==> config.mk <==
export PLATFORM = sky130hd
export DESIGN_NAME = seq_calc_core
export DESIGN_NICKNAME = d
export VERILOG_FILES = /design/src/rtl/seq_calc_core.sv
export SDC_FILE = /design/constraint.sdc
export NUM_CORES = 1
export LEC_CHECK = 0
export ABC_CLOCK_PERIOD_IN_PS = 3300
export BUFFER_PORTS_ARGS = -buffer_cell sky130_fd_sc_hd__clkbuf_2
export CORE_UTILIZATION = 47
export CTS_CLUSTER_DIAMETER = 30
export CTS_CLUSTER_SIZE = 25
export DETAILED_ROUTE_END_ITERATION = 16
export PLACE_DENSITY_LB_ADDON = 0.12
export RECOVER_POWER = 50
export SLEW_MARGIN = 20
export SYNTH_ARGS = -nofsm -noshare
export SYNTH_HDL_FRONTEND = slang
export SYNTH_SLANG_ARGS = --single-unit
==> constraint.sdc <==
create_clock -name clk -period 3.3 [get_ports clk]
set_input_delay 0.99 -clock clk [delete_from_list [all_inputs] [get_ports clk]]
set_output_delay 0.99 -clock clk [all_outputs]
set_load 0.05 [all_outputs]
==> src/rtl/seq_calc_core.sv <==
// seq_calc_core: sequential responder for the calculator operand interface.
// Takes one operation per in_valid/in_ready handshake and returns the result
// over an out_valid/out_ready port. add/sub/logic/max finish on the accept
// edge; mul (shift-add) and div (restoring) iterate for WIDTH edges.
//
// Ports:
//   clk, rst              clock, async active-high reset
//   in_valid / in_ready   request handshake (in_ready high only in IDLE)
//   a, b [WIDTH-1:0]      unsigned operands
//   oper [2:0]            opcode
//   out_valid / out_ready result handshake
//   out [2*WIDTH-1:0]     result; err flags div-by-zero or disabled div
//
// Build option: define CALC_DIV_EN to compile in the divider. Without it,
// opcode 011 completes in one cycle with out=0, err=1.
module seq_calc_core #(
  parameter int WIDTH = 4
) (
  input  logic               clk,
  input  logic               rst,
  input  logic               in_valid,
  output logic               in_ready,
  input  logic [WIDTH-1:0]   a,
  input  logic [WIDTH-1:0]   b,
  input  logic [2:0]         oper,
  output logic               out_valid,
  input  logic               out_ready,
  output logic [2*WIDTH-1:0] out,
  output logic               err
);

  localparam int RW = 2 * WIDTH;
  localparam int CW = $clog2(WIDTH + 1);

  typedef enum logic [1:0] {IDLE, EXEC, DONE} state_t;
  state_t state, state_n;

  logic [CW-1:0]    cnt;
  logic [RW-1:0]    acc, mcand, acc_n;
  logic [WIDTH-1:0] mplier;
  logic [RW-1:0]    sc_res;
  logic             sc_err;
  logic             accept, iter_op;

`ifdef CALC_DIV_EN
  logic             op_div;
  logic [WIDTH-1:0] rem, quo, dvs, rem_n, quo_n;
  logic [WIDTH:0]   rem_s, diff;

  // One restoring step: shift next dividend bit into the partial remainder,
  // keep the subtraction only if it did not go negative.
  always_comb begin
    rem_s = {rem, quo[WIDTH-1]};
    diff  = rem_s - {1'b0, dvs};
    rem_n = diff[WIDTH] ? rem_s[WIDTH-1:0] : diff[WIDTH-1:0];
    quo_n = {quo[WIDTH-2:0], ~diff[WIDTH]};
  end

  assign iter_op = (oper == 3'b010) || (oper == 3'b011);
`else
  assign iter_op = (oper == 3'b010);
`endif

  assign accept = in_valid && in_ready;
  assign acc_n  = mplier[0] ? acc + mcand : acc;

  // Single-cycle results, zero-extended to RW bits.
  always_comb begin
    sc_res = '0;
    sc_err = 1'b0;
    case (oper)
      3'b000: sc_res = {{WIDTH{1'b0}}, a} + {{WIDTH{1'b0}}, b};
      3'b001: sc_res = {{WIDTH{1'b0}}, a} - {{WIDTH{1'b0}}, b};
      3'b011: sc_err = 1'b1;  // only reached when the divider is absent
      3'b100: sc_res = {{WIDTH{1'b0}}, a & b};
      3'b101: sc_res = {{WIDTH{1'b0}}, a | b};
      3'b110: sc_res = {{WIDTH{1'b0}}, a ^ b};
      3'b111: sc_res = {{WIDTH{1'b0}}, (a > b) ? a : b};
      default: sc_res = '0;
    endcase
  end

  always_comb begin
    state_n   = state;
    in_ready  = (state == IDLE);
    out_valid = (state == DONE);
    case (state)
      IDLE: if (accept) state_n = iter_op ? EXEC : DONE;
      EXEC: if (cnt == CW'(1)) state_n = DONE;
      DONE: if (out_ready) state_n = IDLE;
      default: state_n = IDLE;
    endcase
  end

  always_ff @(posedge clk or posedge rst) begin
    if (rst) begin
      state  <= IDLE;
      cnt    <= '0;
      acc    <= '0;
      mcand  <= '0;
      mplier <= '0;
      out    <= '0;
      err    <= 1'b0;
`ifdef CALC_DIV_EN
      op_div <= 1'b0;
      rem    <= '0;
      quo    <= '0;
      dvs    <= '0;
`endif
    end else begin
      state <= state_n;
      case (state)
        IDLE: if (accept) begin
          if (iter_op) begin
            cnt    <= CW'(WIDTH);
            acc    <= '0;
            mcand  <= {{WIDTH{1'b0}}, a};
            mplier <= b;
`ifdef CALC_DIV_EN
            op_div <= (oper == 3'b011);
            rem    <= '0;
            quo    <= a;
            dvs    <= b;
`endif
          end else begin
            out <= sc_res;
            err <= sc_err;
          end
        end
        EXEC: begin
          cnt    <= cnt - CW'(1);
          acc    <= acc_n;
          mcand  <= mcand << 1;
          mplier <= mplier >> 1;
`ifdef CALC_DIV_EN
          rem    <= rem_n;
          quo    <= quo_n;
          // Last iteration: register the step's combinational result directly.
          if (cnt == CW'(1)) begin
            if (op_div) begin
              out <= (dvs == '0) ? {RW{1'b1}} : {rem_n, quo_n};
              err <= (dvs == '0);
            end else begin
              out <= acc_n;
              err <= 1'b0;
            end
          end
`else
          if (cnt == CW'(1)) begin
            out <= acc_n;
            err <= 1'b0;
          end
`endif
        end
        default: ;
      endcase
    end
  end

endmodule

# [Word-level counts from Yosys, hierarchy flattened]
# Cells that the tools add are included.
[totals] output_inout_bits=11 reg_bits=34 latchBits=0 ram_bits=0 in_bits=15 n_memories=0 mem_bits_ro=0
[classes] n_mul=0 muxes=29 add_sub_neg=4 bitwise_logic=3 order_cmp=1 n_div=0 shifts=0 n_reduce_logical=7 eq_ne=15
[ops] operator="$mux 8" n=8
[ops] operator="$pmux 8 s2" n=3
[ops] operator="$pmux 8 s6" n=1
[ops] operator="$eq 3x3->1 const B" n=4
[ops] operator="$mux 4" n=3
[ops] operator="$add 8x8->8" n=1
[ops] operator="$mux 2" n=4
[ops] operator="$pmux 4 s2" n=1
[ops] operator="$eq 3x1->1 const B" n=2
[ops] operator="$eq 3x2->1 const B" n=2
[ops] operator="$mux 3" n=2
[ops] operator="$ne 2x1->1 const B" n=3
[ops] operator="$pmux 2 s3" n=1
[ops] operator="$pmux 3 s2" n=1
[ops] operator="$reduce_and 3->1" n=2
[ops] operator="$add 4x4->5" n=1
[ops] operator="$sub 4x4->5" n=1
[ops] operator="$and 4x4->4" n=1
[ops] operator="$gt 4x4->1" n=1
[ops] operator="$mux 1" n=4
[ops] operator="$ne 2x2->1 const B" n=2
[ops] operator="$or 4x4->4" n=1
[ops] operator="$reduce_and 4->1" n=1
[ops] operator="$xor 4x4->4" n=1
[ops] operator="8 further kinds" n=8

# [Depth between registers and ports, before layout]
# Gate-level depths: netlist of the first run.
[logic_depth] depth_word=6 depth_mapped=9 mapped_depth_nobuf=9

# [Worst setup path after synthesis of the first run]
# No wires, ideal clock.
[synth_path] kind="input -> register" startpoint="input b[2]" endpoint="register out[2]" setup_time_ns=0.124 slack_ns=0.784 path_stages=9 n_path_buf=1 arrival_time_ns=2.392 cell_sequence="inv_1 > ha_1 > buf_4 > nor3_1 > a211o_1 > o21ai_2 > mux2i_1 > a211oi_1 > nor2_1"
[synth_via] elab_chain_len=6
[synth_lines] item="from (decl)" line_no="24" text="input logic [WIDTH-1:0] b,"
[synth_lines] item="$gt 4x4->1" line_no="78" text="3'b111: sc_res = {{WIDTH{1'b0}}, (a > b) ? a : b};"
[synth_lines] item="$mux 4" line_no="78"
[synth_lines] item="$pmux 8 s6 (*)" line_no="71" text="case (oper)"
[synth_lines] item="$mux 8 (*)" line_no="114" text="if (iter_op) begin"
[synth_lines] item="$mux 8 (*)" line_no="113" text="IDLE: if (accept) begin"
[synth_lines] item="$pmux 8 s2 (*)" line_no="112" text="case (state)"
[synth_lines] item="to (signal assigned)" line_no="126" text="out <= sc_res;"
[synth_lines] item="to (signal assigned)" line_no="150" text="out <= acc_n;"
[synth_lines] item="to (decl)" line_no="28" text="output logic [2*WIDTH-1:0] out,"
# Mark *: on every way between the ends. The rest lies on a longest branch, timed or not. The select of a mux whose other input is x is not followed.
# A chain may end at the register's enable or synchronous reset.

# [Worst setup path after layout of the first run]
[layout_path] startpoint="input a[2]" endpoint="register out[2]"
[layout_via] elab_chain_len=6
[layout_lines] item="from (decl)" line_no="23" text="input logic [WIDTH-1:0] a,"
[layout_lines] item="$gt 4x4->1" line_no="78"
[layout_lines] item="$mux 4" line_no="78"
[layout_lines] item="$pmux 8 s6 (*)" line_no="71"
[layout_lines] item="$mux 8 (*)" line_no="114"
[layout_lines] item="$mux 8 (*)" line_no="113"
[layout_lines] item="$pmux 8 s2 (*)" line_no="112"
# Marked as above.

==> flow_metrics.env, run 1 <==
export IMPL_status="complete, but fails checks"
export IMPL_violations="capacitance limit, slew limit"
export IMPL_hold_violations=0
export IMPL_fillers=479
export IMPL_powerDensity_mw_per_mm2=797
export IMPL_start_kind="input pin"
export IMPL_viasPerCell=5.55
export IMPL_leakage_nw=1.32
export IMPL_post_drt_wl_per_cell_um=16.1
export IMPL_yosys_most_used_dff="dfrtp_1"
export IMPL_end_kind="flip-flop"
export IMPL_drv_slew=35
export IMPL_post_dp_hpwl_um=4420
export IMPL_cap_violations=1
export IMPL_setup_viol=0
export IMPL_yosysUniqueCellTypes=49
export IMPL_post_cts_buffers=0
export IMPL_die_y_um=74.1
export IMPL_track_usage=0.246
export IMPL_ctsResizeCount=0
export IMPL_cts_sinks=34
export IMPL_r2r_start="mcand[2]"
export IMPL_dieArea_sq_mm=0.00550
export IMPL_ys_seq_elements=34
export IMPL_crit_chain="clkbuf_2 -> inv_1 -> ha_1 -> nor3_1 -> a211o_1 -> o21ai_2 -> mux2i_1 -> a211oi_1 -> nor2_1"
export IMPL_drt_iter0_drc=163
export IMPL_area_growth_pct=11.5
export IMPL_first_pass_iters=4
export IMPL_insertion_delay_ns=0.29
export IMPL_min_period_over_period=0.786
export IMPL_cts_tree="yes"
export IMPL_timing_final_crit_period_ns=2.59
export IMPL_mostFrequentLayoutCell="nand2_1"
export IMPL_nNetsFinal=346
export IMPL_tightest_slew_ns=1.94
export IMPL_path_class="in2reg"
export IMPL_grt_pass1_wl_um=10100
export IMPL_synth_edf_count=0
export IMPL_overflow=0
export IMPL_grt_max_degree=35
export IMPL_vias=2080
export IMPL_die_x_um=74.1
export IMPL_max_freq_mhz=386
export IMPL_cts_made_buffers=5
export IMPL_num_rows=25
export IMPL_cts_root_buf="clkbuf_8"
export IMPL_worstPathRequired_ns=3.47
export IMPL_drcViolationCount=0
export IMPL_hold_path_startpoint="mplier[2]"
export IMPL_finalWeightedCongestion=0.946
export IMPL_critical_path_max_stage_delay_ns=0.46
export IMPL_syn_instance_count=283
export IMPL_cp_max_fo=9
export IMPL_layout_drive_gt1_share=0.120
export IMPL_max_slew_margin=-0.295
export IMPL_yosys_warnings=0
export IMPL_drt_total_wl_um=6030
export IMPL_startpoint="a[2]"
export IMPL_antenna_cells=0
export IMPL_portBuffers=25
export IMPL_yosysSeqAreaShare=0.348
export IMPL_h_tree_depth=2
export IMPL_finClkSkew_ns=0.00400
export IMPL_async_flop_share=1.00
export IMPL_core_area_sq_mm=0.00488
export IMPL_ant_nets=0
export IMPL_cpLargestDelayFamily="compound AO/OA/AOI/OAI gates"
export IMPL_synth_cell_area_sq_mm=0.00245
export IMPL_synth_nets=322
export IMPL_final_cell_mix="nand2_1 (39), dfrtp_1 (34), ha_1 (21)"
export IMPL_hold_class="reg2reg"
export IMPL_worstPathArrival_ns=2.77
export IMPL_syn_area_per_cell_sq_um=8.64
export IMPL_ios=26
export IMPL_clock_path_buffers=2
export IMPL_grt_pass1_vias=1969
export IMPL_initial_core_util=0.501
export IMPL_crit_buf_inv=2
export IMPL_tns_ns=0
export IMPL_antenna_found_initial=0
export IMPL_clk_pin_slew_ns=0.07
export IMPL_max_vdd_ir_drop_uv=417
export IMPL_fin_util=0.559
export IMPL_ctsHoldBuffers=0
export IMPL_slowest_stage="ha_1"
export IMPL_rsz0062_at_grt="false"
-- path summary, 6_finish.rpt --
kind | end | slack [ns] | cells past startpoint
setup / recovery | out[2] | 0.71 | 9
hold / removal | mplier[1] | 0.49 | 2
setup reg to reg | out[7] | 1.03 | 7
hold reg to reg | mplier[1] | 0.49 | 2
max in group asynchronous | mcand[2] | 0.81 | 3
min in group asynchronous | out[1] | 1.38 | 3
-- sequential cells by signal, indices dropped and copies added, names as in the netlist --
signal and count:
out 8, cnt 3, err 1, mcand 8, mplier 4, state 2, acc 8
-- per-stage QoR --
| step | std cells | setup slack (ns) | cell area, sq um | total power, mW | hold slack [ns] |
|---|---|---|---|---|---|
| 5_1_grt | 375 | 0.389 | 2730 | 2.32 | 0.531 |
| 4_1_cts | 375 | 0.706 | 2740 | 2.18 | 0.496 |
| 6_report | 375 | 0.707 | 2730 | 2.17 | 0.494 |
| 2_1_floorplan | 283 | 0.784 | 2450 | 1.54 | 0.455 |
| 3_3_place_gp | 367 | 0.469 | 2630 | 1.78 | 0.469 |
| 3_5_place_dp | 367 | 0.411 | 2630 | 1.80 | 0.473 |
-- final cells by class --
| class | count | area, sq um | share of cell area |
|---|---|---|---|
| clock buffer | 7 | 76.3 | 0.0280 |
| clock inverter | 1 | 30.0 | 0.0110 |
| inverter | 19 | 71.3 | 0.0262 |
| multi-input combinational | 217 | 1460 | 0.536 |
| sequential | 34 | 851 | 0.312 |
| tap | 67 | 83.8 | 0.0307 |
| timing repair buffer | 30 | 153 | 0.0560 |
-- routing by layer --
metal  share of wire  track usage  vias up
met2            0.44        0.362       49
met3           0.039       0.0285        4
met4          0.0070       0.0513        0
met5               0            0        -
li1                -            -     1037
met1            0.52        0.387      990
-- power breakdown --
| part | total (mW) | internal [mW] | switching, mW |
|---|---|---|---|
| registers | 0.784 | 0.598 | 0.187 |
| logic | 1.01 | 0.369 | 0.636 |
| clock network | 0.385 | 0.226 | 0.159 |
-- worst reg2reg max path: cells and delay by family, from the launching register on --
kind	cells	cell delay, ns
adder cells (fa/ha/maj)	1	0.38
AO/OA/AOI/OAI	3	0.61
flip-flops	1	0.47
AND/OR/NAND/NOR	3	0.70
-- synth_stat cells (2+ instances only) --
cell / n / area, sq um
nand2b_1: 4 / 25.0
a211oi_1: 7 / 52.6
a211o_1: 2 / 17.5
inv_1: 15 / 56.3
a21o_1: 9 / 67.6
nand3_1: 4 / 20.0
and3_1: 3 / 18.8
o21ai_1: 19 / 95.1
nand2_1: 39 / 146
nor2_1: 20 / 75.1
o21ai_0: 6 / 30.0
buf_4: 2 / 15.0
nand3b_1: 3 / 22.5
clkbuf_1: 5 / 18.8
mux2i_1: 14 / 140
buf_2: 5 / 25.0
dfrtp_1: 34 / 851
xor2_1: 3 / 26.3
o22ai_1: 2 / 12.5
ha_1: 21 / 263
nand4_1: 2 / 12.5
a22oi_1: 2 / 15.0
fa_1: 3 / 60.1
a21oi_1: 18 / 90.1
or3_1: 3 / 18.8
nor4b_1: 2 / 17.5
nor3_1: 2 / 10.0
inv_2: 4 / 15.0
a31oi_1: 4 / 25.0
nor3b_1: 2 / 15.0
xnor2_1: 4 / 35.0
nor2b_1: 3 / 18.8
-- logic make-up after synthesis --
kind of cell | count (synthesis) | share of synthesized area
simple gates | 91 | 0.174
compound gates | 80 | 0.204
flops | 34 | 0.348
buf+inv | 32 | 0.0547
fa+ha+maj | 24 | 0.132
mux | 15 | 0.0619
xor+xnor | 7 | 0.0251
(Power assumes the default switching activity.)
==> run 2: changes to the inputs <==
--- a/config.mk
+++ b/config.mk
@@ -5,7 +5,7 @@
 export SDC_FILE = /design/constraint.sdc
 export NUM_CORES = 1
 export LEC_CHECK = 0
-export ABC_CLOCK_PERIOD_IN_PS = 3300
+export ABC_CLOCK_PERIOD_IN_PS = 2300
 export BUFFER_PORTS_ARGS = -buffer_cell sky130_fd_sc_hd__clkbuf_2
 export CORE_UTILIZATION = 47
 export CTS_CLUSTER_DIAMETER = 30
==> constraint.sdc (replaced) <==
create_clock -name clk -period 2.3 [get_ports clk]
set_input_delay 0.69 -clock clk [delete_from_list [all_inputs] [get_ports clk]]
set_output_delay 0.69 -clock clk [all_outputs]
set_load 0.05 [all_outputs]
==> run 2 against run 1 <==
Effect of this change:
- the flow now finishes without violations
- critical path depth down 2
- non-clock buffer count increased by 29
- die area is the same
- sequential share of layout area fell by 2.6 points
- hold slack improved by 0.0046 ns
- design area rose by 9.1%
- clock power is 43% higher
- global-route usage fell by 0.15 points
- wire length rose by 1.2%
- critical endpoint is now out[7]
- highest routed layer unchanged
==> flow_metrics.env, run 2 (synthesis results as in run 1) <==
export IMPL_nNetsFinal=375
export IMPL_fillers=461
export IMPL_worstPathArrival_ns=2.38
export IMPL_hold_violations=0
export IMPL_drt_total_wl_um=6100
export IMPL_start_kind="flip-flop"
export IMPL_layout_drive_gt1_share=0.223
export IMPL_core_area_sq_mm=0.00488
export IMPL_mostFrequentLayoutCell="nand2_1"
export IMPL_grt_max_degree=35
export IMPL_grt_pass1_vias=2066
export IMPL_hold_class="reg2reg"
export IMPL_min_period_over_period=0.962
export IMPL_leakage_nw=1.48
export IMPL_final_cell_mix="nand2_1 (39), dfrtp_1 (34), buf_4 (32)"
export IMPL_worst_slack_ns=0.0873
export IMPL_power_total_mw=3.17
export IMPL_biggestRegsByFlops="acc (8), mcand (8), out (8)"
export IMPL_ctsHoldBuffers=0
export IMPL_max_vdd_ir_drop_uv=613
export IMPL_antenna_found_initial=0
export IMPL_tightest_slew_ns=0.857
export IMPL_vias=2200
export IMPL_grt_pass1_wl_um=9930
export IMPL_dieArea_sq_mm=0.00550
export IMPL_dp_worst_setup_slack_ns=-0.177
export IMPL_drcViolationCount=0
export IMPL_setup_viol=0
export IMPL_die_y_um=74.1
export IMPL_rrSetupSlack_ns=0.09
export IMPL_ctsResizeCount=0
export IMPL_num_rows=25
export IMPL_insertion_delay_ns=0.29
export IMPL_clock_path_buffers=2
export IMPL_viasPerCell=5.45
export IMPL_clk_pin_slew_ns=0.07
export IMPL_powerDensity_mw_per_mm2=1060
export IMPL_drv_slew=0
export IMPL_die_x_um=74.1
export IMPL_finClkSkew_ns=0.00486
export IMPL_portBuffers=25
export IMPL_cts_sinks=34
export IMPL_ios=26
export IMPL_end_kind="flip-flop"
export IMPL_hold_ws_ns=0.498
export IMPL_cts_made_buffers=5
export IMPL_area_growth_pct=21.6
export IMPL_cp_max_fo=4
export IMPL_drt_iter0_drc=128
export IMPL_worstPathRequired_ns=2.47
export IMPL_status="completed"
export IMPL_post_dp_hpwl_um=4710
export IMPL_finalWeightedCongestion=0.945
export IMPL_rsz0062_at_grt="false"
export IMPL_track_usage=0.245
export IMPL_h_tree_depth=2
export IMPL_path_class="reg2reg"
export IMPL_cts_root_buf="clkbuf_8"
export IMPL_cts_tree="yes"
export IMPL_antenna_cells=0
export IMPL_post_drt_wl_per_cell_um=15.1
export IMPL_overflow=0
export IMPL_max_freq_mhz=452
export IMPL_ant_nets=0
export IMPL_timing_final_crit_period_ns=2.21
export IMPL_tns_ns=0
export IMPL_post_cts_buffers=0
export IMPL_cap_violations=0
export IMPL_first_pass_iters=4
export IMPL_max_slew_margin=0.428
export IMPL_initial_core_util=0.501
[run 2: cell count changes in the layout (fill, tap and decap cells not counted), moves of 3 or more]
| cell | change |
|---|---|
| o21ai_1 | -3 |
| clkbuf_2 | +6 |
| o21ai_0 | +3 |
| clkbuf_1 | -6 |
| buf_4 | +28 |
[run 2: worst max-delay path, stage by stage (launching register included)]
cell,delay (ns)
dfrtp_1,0.42
ha_1,0.35
a21oi_2,0.20
a211oi_1,0.10
or3_1,0.33
and3_1,0.20
nor3b_1,0.16
o32a_1,0.33
[run 2: cell type report]
class / count / area, sq um / area share
multi-input combinational: 217 / 1470 / 0.495
sequential: 34 / 851 / 0.286
timing repair buffer: 59 / 390 / 0.131
tap: 67 / 83.8 / 0.0282
clock buffer: 7 / 76.3 / 0.0257
inverter: 19 / 71.3 / 0.0240
clock inverter: 1 / 30.0 / 0.0101
[run 2: power by group]
group / total [mW] / switching [mW] / internal (mW)
registers: 1.12 / 0.258 / 0.858
logic: 1.50 / 0.918 / 0.586
clock network: 0.549 / 0.225 / 0.324
total: 3.17 / 1.40 / 1.77
[run 2: stage by stage]
| stage | cells | util | instance area, sq um |
|---|---|---|---|
| floorplan | 283 | - | 2450 |
| global route | 404 | 0.610 | 2980 |
| CTS | 404 | 0.608 | 2970 |
| finish | 404 | 0.610 | 2980 |
| global placement | 396 | 0.586 | 2860 |
| detailed placement | 396 | 0.586 | 2860 |
[run 2: layer usage]
layer,vias up,part of all wire,GRT usage
met5,-,0,0
met4,0,0.016,0.0855
met3,11,0.047,0.0379
met2,56,0.45,0.369
met1,1036,0.49,0.357
li1,1097,-,-
[run 2: path summary, 6_finish.rpt]
| check | startpoint | end | cells after the start |
|---|---|---|---|
| hold / removal | mplier[3] | mplier[2] | 2 |
| setup reg to reg | mcand[2] | out[7] | 7 |
| min in group asynchronous | rst | cnt[2] | 3 |
| setup / recovery | mcand[2] | out[7] | 7 |
| max in group asynchronous | rst | out[4] | 3 |
| hold reg to reg | mplier[3] | mplier[2] | 2 |
==> run 3: changes to the inputs <==
--- a/config.mk
+++ b/config.mk
@@ -7,10 +7,13 @@
 export LEC_CHECK = 0
 export ABC_CLOCK_PERIOD_IN_PS = 2300
 export BUFFER_PORTS_ARGS = -buffer_cell sky130_fd_sc_hd__clkbuf_2
-export CORE_UTILIZATION = 47
+export CELL_PAD_IN_SITES_DETAIL_PLACEMENT = 0
+export CELL_PAD_IN_SITES_GLOBAL_PLACEMENT = 2
+export CORE_UTILIZATION = 32
 export CTS_CLUSTER_DIAMETER = 30
 export CTS_CLUSTER_SIZE = 25
 export DETAILED_ROUTE_END_ITERATION = 16
+export GPL_TIMING_DRIVEN = 0
 export PLACE_DENSITY_LB_ADDON = 0.12
 export RECOVER_POWER = 50
 export SLEW_MARGIN = 20
==> constraint.sdc (replaced) <==
create_clock -name clk -period 2.3 [get_ports clk]
set_input_delay 0.345 -clock clk [delete_from_list [all_inputs] [get_ports clk]]
set_output_delay 0.345 -clock clk [all_outputs]
set_load 0.05 [all_outputs]
==> run 3 against run 2 <==
Effect of this change:
- power shrank 5.0%
- wire length grew 6.6%
- sequential share of layout area grew 1.8 points
- largest cell class unchanged
==> flow_metrics.env, run 3 (synthesis results as in run 1) <==
export IMPL_status="completed"
export IMPL_mostFrequentLayoutCell="nand2_1"
export IMPL_worst_slack_ns=0.108
export IMPL_drcViolationCount=0
export IMPL_hold_violations=0
export IMPL_core_area_sq_mm=0.00733
export IMPL_end_kind="flip-flop"
export IMPL_max_vdd_ir_drop_uv=288
export IMPL_crit_buf_inv=0
export IMPL_start_kind="flip-flop"
export IMPL_overflow=0
export IMPL_hold_class="in2reg"
export IMPL_layout_drive_gt1_share=0.140
export IMPL_path_class="reg2reg"
export IMPL_cp_max_fo=4
export IMPL_crit_chain="ha_1 -> a21oi_2 -> a211oi_1 -> or3_1 -> and3_1 -> nor3b_1 -> o32a_1"
export IMPL_finalWeightedCongestion=0.809
export IMPL_final_cell_mix="nand2_1 (39), dfrtp_1 (34), ha_1 (21), clkbuf_2 (21), nor2_1 (20)"
export IMPL_power_total_mw=3.01
export IMPL_critical_path_max_stage_delay_ns=0.40
export IMPL_timing_final_crit_period_ns=2.19
export IMPL_slowest_stage="dfrtp_1"
export IMPL_portBuffers=24
export IMPL_hold_ws_ns=0.228
export IMPL_p_int_mw=1.63
export IMPL_rsz0062_at_grt="false"
export IMPL_max_slew_margin=0.559
export IMPL_place_inst=407
export IMPL_cts_sinks=34
export IMPL_first_pass_iters=4
export IMPL_clockPowerShare=0.149
export IMPL_drt_total_wl_um=6500
export IMPL_die_x_um=89.4
export IMPL_switching_share=0.457
export IMPL_initial_core_util=0.334
export IMPL_min_period_over_period=0.953
export IMPL_h_tree_depth=2
export IMPL_num_rows=31
export IMPL_clk_pin_slew_ns=0.07
export IMPL_clock_path_buffers=2
export IMPL_cts_made_buffers=5
export IMPL_cap_violations=0
export IMPL_drt_iter0_drc=87
export IMPL_p_sw_mw=1.38
export IMPL_ios=26
export IMPL_insertion_delay_ns=0.29
export IMPL_antenna_found_initial=0
export IMPL_viasPerCell=5.08
export IMPL_post_dp_hpwl_um=5070
export IMPL_powerDensity_mw_per_mm2=1080
export IMPL_biggestRegsByFlops="acc (8), mcand (8), out (8)"
export IMPL_seqPwrFrac=0.353
export IMPL_finClkSkew_ns=0.00681
export IMPL_post_drt_wl_per_cell_um=15.7
export IMPL_grt_pass1_wl_um=10900
export IMPL_worstPathArrival_ns=2.37
export IMPL_cts_tree="yes"
export IMPL_area_growth_pct=14.4
export IMPL_vias=2103
export IMPL_max_freq_mhz=456
export IMPL_nNetsFinal=355
export IMPL_dp_worst_setup_slack_ns=-0.0240
export IMPL_p_comb_frac=0.499
export IMPL_ant_nets=0
export IMPL_die_y_um=89.4
export IMPL_leakage_nw=1.34
export IMPL_cts_root_buf="clkbuf_8"
export IMPL_worstPathRequired_ns=2.47
export IMPL_track_usage=0.185
export IMPL_drv_slew=0
export IMPL_fin_cells=414
export IMPL_cpLargestDelayFamily="simple AND/OR/NAND/NOR gates"
export IMPL_setup_viol=0
export IMPL_grt_pass1_vias=2045
export IMPL_tightest_slew_ns=0.662
export IMPL_dieArea_sq_mm=0.00800
export IMPL_grt_max_degree=26
export IMPL_antenna_cells=0
## run 3: cell count changes in the layout (fill, tap and decap cells not counted), moves of 3 or more
cell      previous run  this run
clkbuf_2            26        21
o21ai_1             16        19
buf_2                0         5
o21ai_0              9         6
buf_4               32         2
clkbuf_1             2         9
## run 3: final timing paths
kind                           start         to  slack, ns  depth (start not counted)
hold / removal             out_ready   state[1]       0.23                          2
hold reg to reg            mplier[2]  mplier[1]       0.49                          2
max in group asynchronous        rst   mcand[3]       0.78                          4
setup reg to reg              acc[2]     out[7]       0.11                          7
min in group asynchronous        rst     acc[5]       0.55                          3
setup / recovery              acc[2]     out[7]       0.11                          7
## run 3: layout make-up
cell class,count,area (sq um)
Inverter,19,71.3
Multi-Input combinational cell,217,1480
Buffer,13,62.6
Sequential cell,34,851
Timing Repair Buffer,26,130
Tap cell,99,124
Clock buffer,6,82.6
Fill cell,768,4530
## run 3: repair_timing
item,in CTS,in global routing
endpoints found under the setup margin,0,3
endpoints found under the hold margin,9,0
resized for setup,0,3
buffers inserted,0,0
hold buffers,1,0
## run 3: power groups by stage
stage                     combinational (mW)  clock (mW)  sequential [mW]
after floorplan                        0.925           0             1.28
after global placement                  1.50           0             1.08
after detailed placement                1.50           0             1.08
after CTS                               1.51       0.470             1.07
after global routing                    1.69       0.490             1.11
final                                   1.50       0.447             1.06
## run 3: metrics by stage
step / util / TNS [ns] / cell area (sq um)
2_1_floorplan: - / 0 / 2450
3_3_place_gp: 0.367 / -0.0710 / 2690
3_5_place_dp: 0.370 / -0.0456 / 2710
4_1_cts: 0.382 / 0 / 2800
5_1_grt: 0.382 / 0 / 2800
6_report: 0.382 / 0 / 2800
## run 3: per-layer routing
layer  track usage  share of wire
met1         0.257           0.48
met2         0.296           0.47
met3        0.0323          0.044
met4        0.0462         0.0085
met5             0              0
